--- src/rtl/gaussian_pkg.sv ---
// rtl/gaussian_pkg.sv - shared types, weights and tap geometry for the 3x3 Gaussian sequencer
package gaussian_pkg;

    localparam int IMG_W_DEF = 640;
    localparam int IMG_H_DEF = 480;

    typedef enum logic [1:0] {
        IDLE,
        FETCH,
        DONE
    } state_t;

    // Weights 1-2-1 / 2-4-2 / 1-2-1 stored as left-shift amounts.
    localparam logic [8:0][1:0] W_SHIFT = {2'd0, 2'd1, 2'd0,
                                           2'd1, 2'd2, 2'd1,
                                           2'd0, 2'd1, 2'd0};

    // Offsets are two's complement in the range -1..1.
    typedef struct packed {
        logic [1:0] dx;
        logic [1:0] dy;
    } tap_off_t;

    function automatic tap_off_t tap_offset(input logic [3:0] k);
        tap_off_t o;
        o.dx = 2'b00;
        o.dy = 2'b00;
        if (k == 4'd0 || k == 4'd3 || k == 4'd6)
            o.dx = 2'b11;
        else if (k == 4'd2 || k == 4'd5 || k == 4'd8)
            o.dx = 2'b01;
        if (k < 4'd3)
            o.dy = 2'b11;
        else if (k >= 4'd6)
            o.dy = 2'b01;
        return o;
    endfunction

endpackage

--- src/rtl/gaussian_tap_addr.sv ---
// rtl/gaussian_tap_addr.sv - maps (x, y, k) to an SRAM word address; GAUSSIAN_EDGE_CLAMP_EN selects border replication
module gaussian_tap_addr #(
    parameter int IMG_W  = gaussian_pkg::IMG_W_DEF,
    parameter int IMG_H  = gaussian_pkg::IMG_H_DEF,
    parameter int ADDR_W = 20
) (
    input  logic [9:0]        x,
    input  logic [9:0]        y,
    input  logic [3:0]        k,
    output logic [ADDR_W-1:0] addr,
    output logic              in_range
);
    import gaussian_pkg::*;

    localparam logic [11:0]       W12    = 12'(IMG_W);
    localparam logic [11:0]       H12    = 12'(IMG_H);
    localparam logic [ADDR_W-1:0] STRIDE = ADDR_W'(IMG_W);

    tap_off_t    off;
    logic [11:0] col;
    logic [11:0] row;
    logic [11:0] col_a;
    logic [11:0] row_a;
    logic        col_lo;
    logic        col_hi;
    logic        row_lo;
    logic        row_hi;

    assign off = tap_offset(k);
    // Bit 11 set means the tap fell off the low edge (wrapped negative).
    assign col = {2'b00, x} + {{10{off.dx[1]}}, off.dx};
    assign row = {2'b00, y} + {{10{off.dy[1]}}, off.dy};

    assign col_lo = col[11];
    assign row_lo = row[11];
    assign col_hi = !col[11] && (col >= W12);
    assign row_hi = !row[11] && (row >= H12);

`ifdef GAUSSIAN_EDGE_CLAMP_EN
    assign col_a    = col_lo ? 12'd0 : (col_hi ? W12 - 12'd1 : col);
    assign row_a    = row_lo ? 12'd0 : (row_hi ? H12 - 12'd1 : row);
    assign in_range = 1'b1;
`else
    assign col_a    = col;
    assign row_a    = row;
    assign in_range = !(col_lo || col_hi || row_lo || row_hi);
`endif

    assign addr = ADDR_W'(row_a) * STRIDE + ADDR_W'(col_a);

endmodule

--- src/rtl/gaussian_sram_sequencer.sv ---
// rtl/gaussian_sram_sequencer.sv - 3x3 Gaussian pixel from SRAM, one read per tap; edge mode via GAUSSIAN_EDGE_CLAMP_EN
module gaussian_sram_sequencer #(
    parameter int IMG_W     = gaussian_pkg::IMG_W_DEF,
    parameter int IMG_H     = gaussian_pkg::IMG_H_DEF,
    parameter int ADDR_W    = 20,
    parameter int SRAM_WAIT = 1
) (
    input  logic              Clk,
    input  logic              Reset_n,
    input  logic              start,
    input  logic [9:0]        x,
    input  logic [9:0]        y,
    output logic              ready,
    output logic              valid,
    output logic [7:0]        result,
    output logic [ADDR_W-1:0] SramAddr,
    output logic              CE,
    output logic              OE,
    output logic              WE,
    output logic              LB,
    output logic              UB,
    input  logic [15:0]       SramDQ
);
    import gaussian_pkg::*;

    localparam logic [1:0] WAIT2 = 2'(SRAM_WAIT);

    state_t            state;
    state_t            state_nx;
    logic [3:0]        k;
    logic [1:0]        w;
    logic [11:0]       acc;
    logic [11:0]       contrib;
    logic [11:0]       acc_sum;
    logic [11:0]       acc_rnd;
    logic [9:0]        xr;
    logic [9:0]        yr;
    logic [ADDR_W-1:0] tap_addr;
    logic [ADDR_W-1:0] addr_hold;
    logic              in_range;
    logic              last_wait;
    logic              en;
    logic              dq_unused;

    gaussian_tap_addr #(
        .IMG_W (IMG_W),
        .IMG_H (IMG_H),
        .ADDR_W(ADDR_W)
    ) u_tap_addr (
        .x       (xr),
        .y       (yr),
        .k       (k),
        .addr    (tap_addr),
        .in_range(in_range)
    );

    assign dq_unused = ^SramDQ[15:8];
    assign last_wait = (w == WAIT2);
    assign contrib   = in_range ? ({4'b0000, SramDQ[7:0]} << W_SHIFT[k]) : 12'd0;
    assign acc_sum   = acc + contrib;
    assign acc_rnd   = acc_sum + 12'd8;

    always_ff @(posedge Clk or negedge Reset_n) begin
        if (!Reset_n)
            state <= IDLE;
        else
            state <= state_nx;
    end

    always_comb begin
        state_nx = state;
        ready    = 1'b0;
        valid    = 1'b0;
        en       = 1'b0;
        case (state)
            IDLE: begin
                ready = 1'b1;
                if (start)
                    state_nx = FETCH;
            end
            FETCH: begin
                en = in_range;
                if (last_wait && k == 4'd8)
                    state_nx = DONE;
            end
            DONE: begin
                valid    = 1'b1;
                state_nx = IDLE;
            end
            default: state_nx = IDLE;
        endcase
    end

    // Strobes are pure decode of state so an async reset releases the bus at once.
    assign CE       = ~en;
    assign OE       = ~en;
    assign LB       = ~en;
    assign UB       = ~en;
    assign WE       = 1'b1;
    assign SramAddr = en ? tap_addr : addr_hold;

    always_ff @(posedge Clk or negedge Reset_n) begin
        if (!Reset_n) begin
            k         <= 4'd0;
            w         <= 2'd0;
            acc       <= 12'd0;
            xr        <= 10'd0;
            yr        <= 10'd0;
            result    <= 8'd0;
            addr_hold <= '0;
        end else begin
            if (en)
                addr_hold <= tap_addr;
            case (state)
                IDLE: begin
                    if (start) begin
                        xr  <= x;
                        yr  <= y;
                        acc <= 12'd0;
                        k   <= 4'd0;
                        w   <= 2'd0;
                    end
                end
                FETCH: begin
                    if (last_wait) begin
                        acc <= acc_sum;
                        w   <= 2'd0;
                        // Result registers on the last sample so it is stable while valid is high.
                        if (k == 4'd8)
                            result <= acc_rnd[11:4];
                        else
                            k <= k + 4'd1;
                    end else begin
                        w <= w + 2'd1;
                    end
                end
                default: ;
            endcase
        end
    end

endmodule

--- config.mk ---
export PLATFORM = sky130hd
export DESIGN_NAME = gaussian_sram_sequencer
export DESIGN_NICKNAME = d
export VERILOG_FILES = /design/src/rtl/gaussian_pkg.sv /design/src/rtl/gaussian_tap_addr.sv /design/src/rtl/gaussian_sram_sequencer.sv
export SDC_FILE = /design/constraint.sdc
export NUM_CORES = 1
export LEC_CHECK = 0
export CAP_MARGIN = 15
export CORE_ASPECT_RATIO = 1.5
export CORE_MARGIN = 4
export CORE_UTILIZATION = 51
export CTS_CLUSTER_DIAMETER = 40
export DETAILED_ROUTE_END_ITERATION = 7
export PLACE_DENSITY = 0.74
export SYNTH_ARGS = -nofsm -noshare
export SYNTH_HDL_FRONTEND = slang
export SYNTH_SLANG_ARGS = --single-unit
--- constraint.sdc ---
create_clock -name Clk -period 5.9 [get_ports Clk]
set_input_delay 1.18 -clock Clk [delete_from_list [all_inputs] [get_ports Clk]]
set_output_delay 1.18 -clock Clk [all_outputs]
set_load 0.005 [all_outputs]
**Word-level counts from Yosys, hierarchy flattened**

Memory sizes are Yosys's and may differ from the RTL's.
Index checks and enable logic that the tools add are counted.

- Register bits: 68
- Latch bits: 0
- RAM bits: 0
- ROM bits: 32
- Input bits: 39
- Logic and storage cells: 81
- Memories kept: 1

- Add/sub/neg operators: 7
- Multiply operators: 1
- Divide/modulo/power cells: 0
- $lt $le $gt $ge: 5
- Equal/unequal tests: 12
- Shift-type cells: 1
- Muxes and demuxes: 23
- Bitwise operators: 1
- Reductions and logical operators: 22

Memory list:

| memory | words | bits a word | read ports | clocked after memory_dff | write ports | RTL line | text |
|---|---|---|---|---|---|---|---|
| (no name shown) | 16 | 2 | 1 | 0 | 0 | gaussian_sram_sequencer.sv:59 | `assign contrib = in_range ? ({4'b0000, SramDQ[7:0]} << W_SHIFT[k]) : 12'd0;` |

Operator list:

| operator | count |
|---|---|
| 12-bit 2-to-1 mux | 3 |
| 11-bit by 2-bit adder with 12-bit output | 2 |
| 12-bit one-hot mux with 2 select lines | 1 |
| 20-bit by 12-bit adder with 20-bit output | 1 |
| 20-bit 2-to-1 mux | 1 |
| 2-bit 2-to-1 mux | 7 |
| 12-bit by 3-bit multiplier with 13-bit output (second input constant) | 1 |
| 12-bit adder | 1 |
| 12-bit by 4-bit adder with 12-bit output (second input constant) | 1 |
| 12-bit by 10-bit >= comparator with 1-bit output (second input constant) | 1 |
| 12-bit by 9-bit >= comparator with 1-bit output (second input constant) | 1 |
| 4-bit 2-to-1 mux | 3 |
| 8-bit by 2-bit left shift with 12-bit output | 1 |
| 4-bit by 2-bit equality test with 1-bit output (second input constant) | 2 |
| 4-bit by 3-bit equality test with 1-bit output (second input constant) | 2 |
| 2-bit != test (second input constant) | 4 |
| 2-bit one-hot mux with 2 select lines | 2 |
| 4-bit one-hot mux with 2 select lines | 1 |
| 1-bit logical OR | 7 |
| 2-bit AND reduction | 3 |
| 3-bit AND reduction | 2 |
| 4-bit by 5-bit less-than comparator with 1-bit output (second input constant) | 1 |
| 1-bit 2-to-1 mux | 5 |
| 4-bit by 1-bit adder with 4-bit output (second input constant) | 1 |
| 13 further kinds | 18 |

**Longest topological paths before layout**

- Depth in word-level cells: 15
- Mapped depth: 27
- Depth with buffers taken out: 26

**Hierarchy**

From an unflattened synthesis, not the netlist that was laid out.

- Cells, all modules: 561
- Area total of the unflattened synthesis: 5507.8 um^2

By module, submodules not included:

| module | instances | cells an instance | area an instance (um^2) | seq. area each (um^2) |
|---|---|---|---|---|
| gaussian_sram_sequencer | 1 | 306 | 3514.6 | 1701.6 |
| gaussian_tap_addr | 1 | 255 | 1993.2 | 0.0 |

**Worst setup path before layout**

Ideal clock, no wire load.

- Path kind: register -> register
- Start: register k[0]
- End: register result[6]
- Library setup time: 0.137 ns
- Arrival: 5.734 ns
- Path slack: 0.029 ns
- Cell stages (with the launch flop): 26
- Path buffers: 1
- Cells stage by stage: dfrtp_1 ha_1 or3_1 inv_1 ha_1 nor2b_1 o2111ai_1 nand3_1 xor2_1 and3_1 a2111o_1 or4_4 buf_2 nor4b_1 ha_1 inv_1 fa_1 nor2b_1 o21a_1 o211ai_1 a311o_1 o31ai_1 and3_1 and3_1 xnor2_1 a21oi_1

- Longest elaborated chain between the ends: 14

Ends and longest elaborated chain:

| what | RTL line | text |
|---|---|---|
| from (decl) | gaussian_sram_sequencer.sv:30 | `logic [3:0] k;` |
| from (signal assigned) | gaussian_sram_sequencer.sv:132 | `k <= k + 4'd1;` |
| 4-bit by 2-bit equality test with 1-bit output or 4-bit by 3-bit equality test with 1-bit output (tied branches) | gaussian_pkg.sv:30 | `else if (k == 4'd2 \|\| k == 4'd5 \|\| k == 4'd8)` |
| 1-bit logical OR (2 in series) | gaussian_pkg.sv:30 |  |
| 1-bit 2-to-1 mux | gaussian_pkg.sv:30 |  |
| 2-bit 2-to-1 mux | gaussian_pkg.sv:28 | `if (k == 4'd0 \|\| k == 4'd3 \|\| k == 4'd6)` |
| 11-bit by 2-bit adder with 12-bit output | gaussian_tap_addr.sv:31 | `assign col = {2'b00, x} + {{10{off.dx[1]}}, off.dx};` |
| 12-bit by 10-bit >= comparator with 1-bit output or 1-bit zero test (tied branches) | gaussian_tap_addr.sv:36 | `assign col_hi = !col[11] && (col >= W12);` |
| 1-bit logical AND | gaussian_tap_addr.sv:36 |  |
| 1-bit logical OR (3 in series) | gaussian_tap_addr.sv:46 | `assign in_range = !(col_lo \|\| col_hi \|\| row_lo \|\| row_hi);` |
| 12-bit 2-to-1 mux | gaussian_sram_sequencer.sv:59 |  |
| 12-bit adder | gaussian_sram_sequencer.sv:60 | `assign acc_sum = acc + contrib;` |
| 12-bit by 4-bit adder with 12-bit output | gaussian_sram_sequencer.sv:61 | `assign acc_rnd = acc_sum + 12'd8;` |
| to (signal assigned) | gaussian_sram_sequencer.sv:130 | `result <= acc_rnd[11:4];` |
| to (decl) | gaussian_sram_sequencer.sv:15 | `output logic [7:0] result,` |

Several ways; a longest one is shown, not always the timed one. The select of a mux whose other input is x is not followed.
A chain may end at the register's enable or synchronous reset.

**Worst setup path in the final report**

- Start: register k[1]
- End: output port SramAddr[15]

- Longest elaborated chain between the ends: 14

Ends and longest elaborated chain:

| what | RTL line | text |
|---|---|---|
| parallel branches: the longest is 13 deep, another holds 20-bit by 12-bit adder with 20-bit output | - |  |
| 20-bit 2-to-1 mux * | gaussian_sram_sequencer.sv:100 | `assign SramAddr = en ? tap_addr : addr_hold;` |
| to (decl) | gaussian_sram_sequencer.sv:16 | `output logic [ADDR_W-1:0] SramAddr,` |

Every way passes the cells marked *.

==> results.txt <==
DR iter-0 viols: 356
initial antenna violation count: 0
Buf/Inv on CP: 6
worst min path class: reg2reg
status: finished with violations
CP endpoint kind: output pin
CTS Buf Count: 9
Non-Filler Instances: 946
Initial Utilization: 52.2%
area of the multi-input gates: 4280 um^2
I/O pins: 74
flops & latches, synth: 68
Placed Cells: 886
Worst path slowest cell: dfrtp_1
R2R Path End: result[5]$_DFFE_PN0P_
Area Growth Syn to Fin: 53.0%
Min Hold Slack: 491 ps
Post-synth EDFFs: 0
RSZ-0062 raised after global routing: true
Worst Slack Setup Final: -295 ps
r2r setup slk: -260 ps
number of fillers in the final layout: 603
sequential area share after synthesis: 31.0%
Hold EP: xr[7]$_DFFE_PN0P_
Data required, critical path: 4720 ps
most common cell after layout, fill and taps aside: buf_4
commonest non-fill, non-tap cells in the layout: buf_4, nand2_1, dfrtp_1
die outline width: 92.7 um
total grt overflow: 0
Remaining DRCs: 0
Slew @ Worst Pin: 1080 ps
fmax: 161 MHz
maximum fanout along the worst path: 4
first-pass GRT wire length: 26200 um
Die Y: 135 um
CP Cell Sequence: buf_6, inv_2, buf_4, ha_1, mux2i_1, o211ai_1, ha_2, fa_2, a21o_1, a221oi_2, buf_4, o211ai_2, buf_4, xnor2_1, ha_1, o21bai_2, o22ai_2, a221o_1, nor2_1, xor2_1, mux2_4, buf_6
hpwl dp: 10300 um
Setup Skew: 7.11 ps
hold path startpoint: xr[7]$_DFFE_PN0P_
port bufs: 64
post-route cell area: 8410 um^2
vias per cell: 5.82
largest net degree at the start of global routing: 69
gpl congestion: 0.898
ant diodes: 0
Cell Rows: 46
CTS Buffer Depth: 2
crit path DAT: 5010 ps
Syn Nets: 707
full die area: 12500 um^2
clock latency at the later pin of the worst-skew pair: 340 ps
Pins Over Slew Limit: 0
r2r worst-path depth: 29
Reg2Reg Launch Point: k[0]$_DFFE_PN0P_
max incr delay on CP: 390 ps
Yosys warning count: 0
synth unique cells: 68
Area after DPL: 6930 um^2
share of layout cells above drive strength 1: 38.9%
Routed wire per std cell: 19.8 um
Setup CP Type: reg2out
failing checks: negative setup slack
Final min period: 6190 ps
final wirelength: 18700 um
drt pass-1 iters: 5
nets: 901
CTS H-tree lvls: 3
max_slew headroom: 27.4%
Seq. cell area: 1700 um^2
Sink Count: 68
cell area after synthesis: 5490 um^2
post-synthesis async set-or-reset flop share: 100%
CTS tree: built
final hold violation count: 0
synthesized area per cell: 9.11 um^2
Synth Instances: 603
Antenna Nets Post-Route: 0
vias: 5508
CTS root buf: clkbuf_16
All-Layer GR Usage: 26.6%
worst hold stages: 2
Top delay family on crit path: compound AO/OA/AOI/OAI gates
number of max-cap violations: 0
Worst-path clk slew: 60 ps
Final period util: 105%
Primary FF master, synth: dfrtp_1
Hold-fix buffers, CTS: 0
Core Area: 10500 um^2
endpoints failing setup: 29
critical path's most frequent cell: buf_4
vias in the first global route: 5603
CP startpoint kind: flip-flop
[tightest hold or removal path: stages (launching register included)]
cell and delay, ps:
dfrtp_1 350, nand2_1 50, nand2_1 60
[cells in the mapped netlist, types with 6 or more instances]
master    count  area [um^2]
a22o_1        9         78.8
or3_1         8         50.1
o21bai_1      6         45.0
o211ai_1      6         45.0
mux2i_1      10          100
dfrtp_1      68         1700
nand2b_1      6         37.5
nand2_1      91          342
xor2_1       14          123
a21o_1       15          113
xnor2_1      39          342
clkbuf_1     12         45.0
o21ai_0      19         95.1
nor2_1       35          131
inv_1        28          105
mux2_1       18          203
o21a_1        9         67.6
ha_1         61          763
and3_1       10         62.6
a211oi_1      7         52.6
nor2b_1       8         50.1
nand3_1       7         35.0
nor3_1       12         60.1
a21oi_1      28          140
[logic make-up after synthesis]
kind of cell | Yosys count | share of synthesized area (%)
DFF | 68 | 31.0
and+or+nand+nor | 193 | 16.2
muxes | 33 | 6.74
AOI/OAI and AO/OA | 135 | 17.3
other | 1 | 0.0683
xor gates and xnor gates | 53 | 8.45
buffers and inverters | 53 | 4.46
adders and majority gates | 67 | 15.7
[flip-flops by register name (all words and copies together), names as in the netlist]
register   cells
result         8
addr_hold     20
acc           12
yr            10
k              4
xr            10
state          2
w              2
[metal layers]
layer  vias up  routed length (um)  global-route usage (%)
met4         0                1200                    16.5
met3        84                 815                    4.18
met5         -                   0                       0
met1      2645                6280                    25.1
li1       2525                   -                       -
met2       254               10400                    52.0
[stage by stage]
stage	setup WS, ps	util [%]	setup TNS [ps]
finish	-295	79.8	-4600
global route	-531	79.8	-11450
CTS	-117	74.6	-674
detailed placement	-263	65.8	-2490
floorplan	28.7	-	0
global placement	-158	65.8	-417
[layout make-up]
class                   instances  area share, %
multi-input cells             482           51.0
repair buffers                205           21.9
flip-flops and latches         68           20.2
clock buffers                  11           2.77
well taps                     144           2.14
inverters                      30           1.43
clock inverters                 5          0.461
repair inverters                1         0.0595
[worst max path at each step]
stage	cells after the start	to	slack (ps)	from
after floorplan	25	result[6]$_DFFE_PN0P_	30	k[0]$_DFFE_PN0P_
after global routing	29	result[7]$_DFFE_PN0P_	-530	k[0]$_DFFE_PN0P_
after detailed placement	27	result[7]$_DFFE_PN0P_	-260	k[1]$_DFFE_PN0P_
final	22	SramAddr[15]	-290	k[1]$_DFFE_PN0P_
after global placement	20	SramAddr[19]	-160	k[0]$_DFFE_PN0P_
after CTS	20	SramAddr[19]	-120	k[1]$_DFFE_PN0P_
[repair_timing]
| item | in CTS | in global routing |
|---|---|---|
| endpoints found under the hold margin | 0 | 0 |
| setup buffers | 27 | 19 |
| gates resized for setup | 192 | 90 |
| pin swaps | 41 | 42 |
| endpoints found under the setup margin | 36 | 38 |
| gates cloned | 3 | 1 |
Power is left out: the tool's default activity adds up to more than one toggle a clock period on the data nets, which glitch-free logic cannot reach.
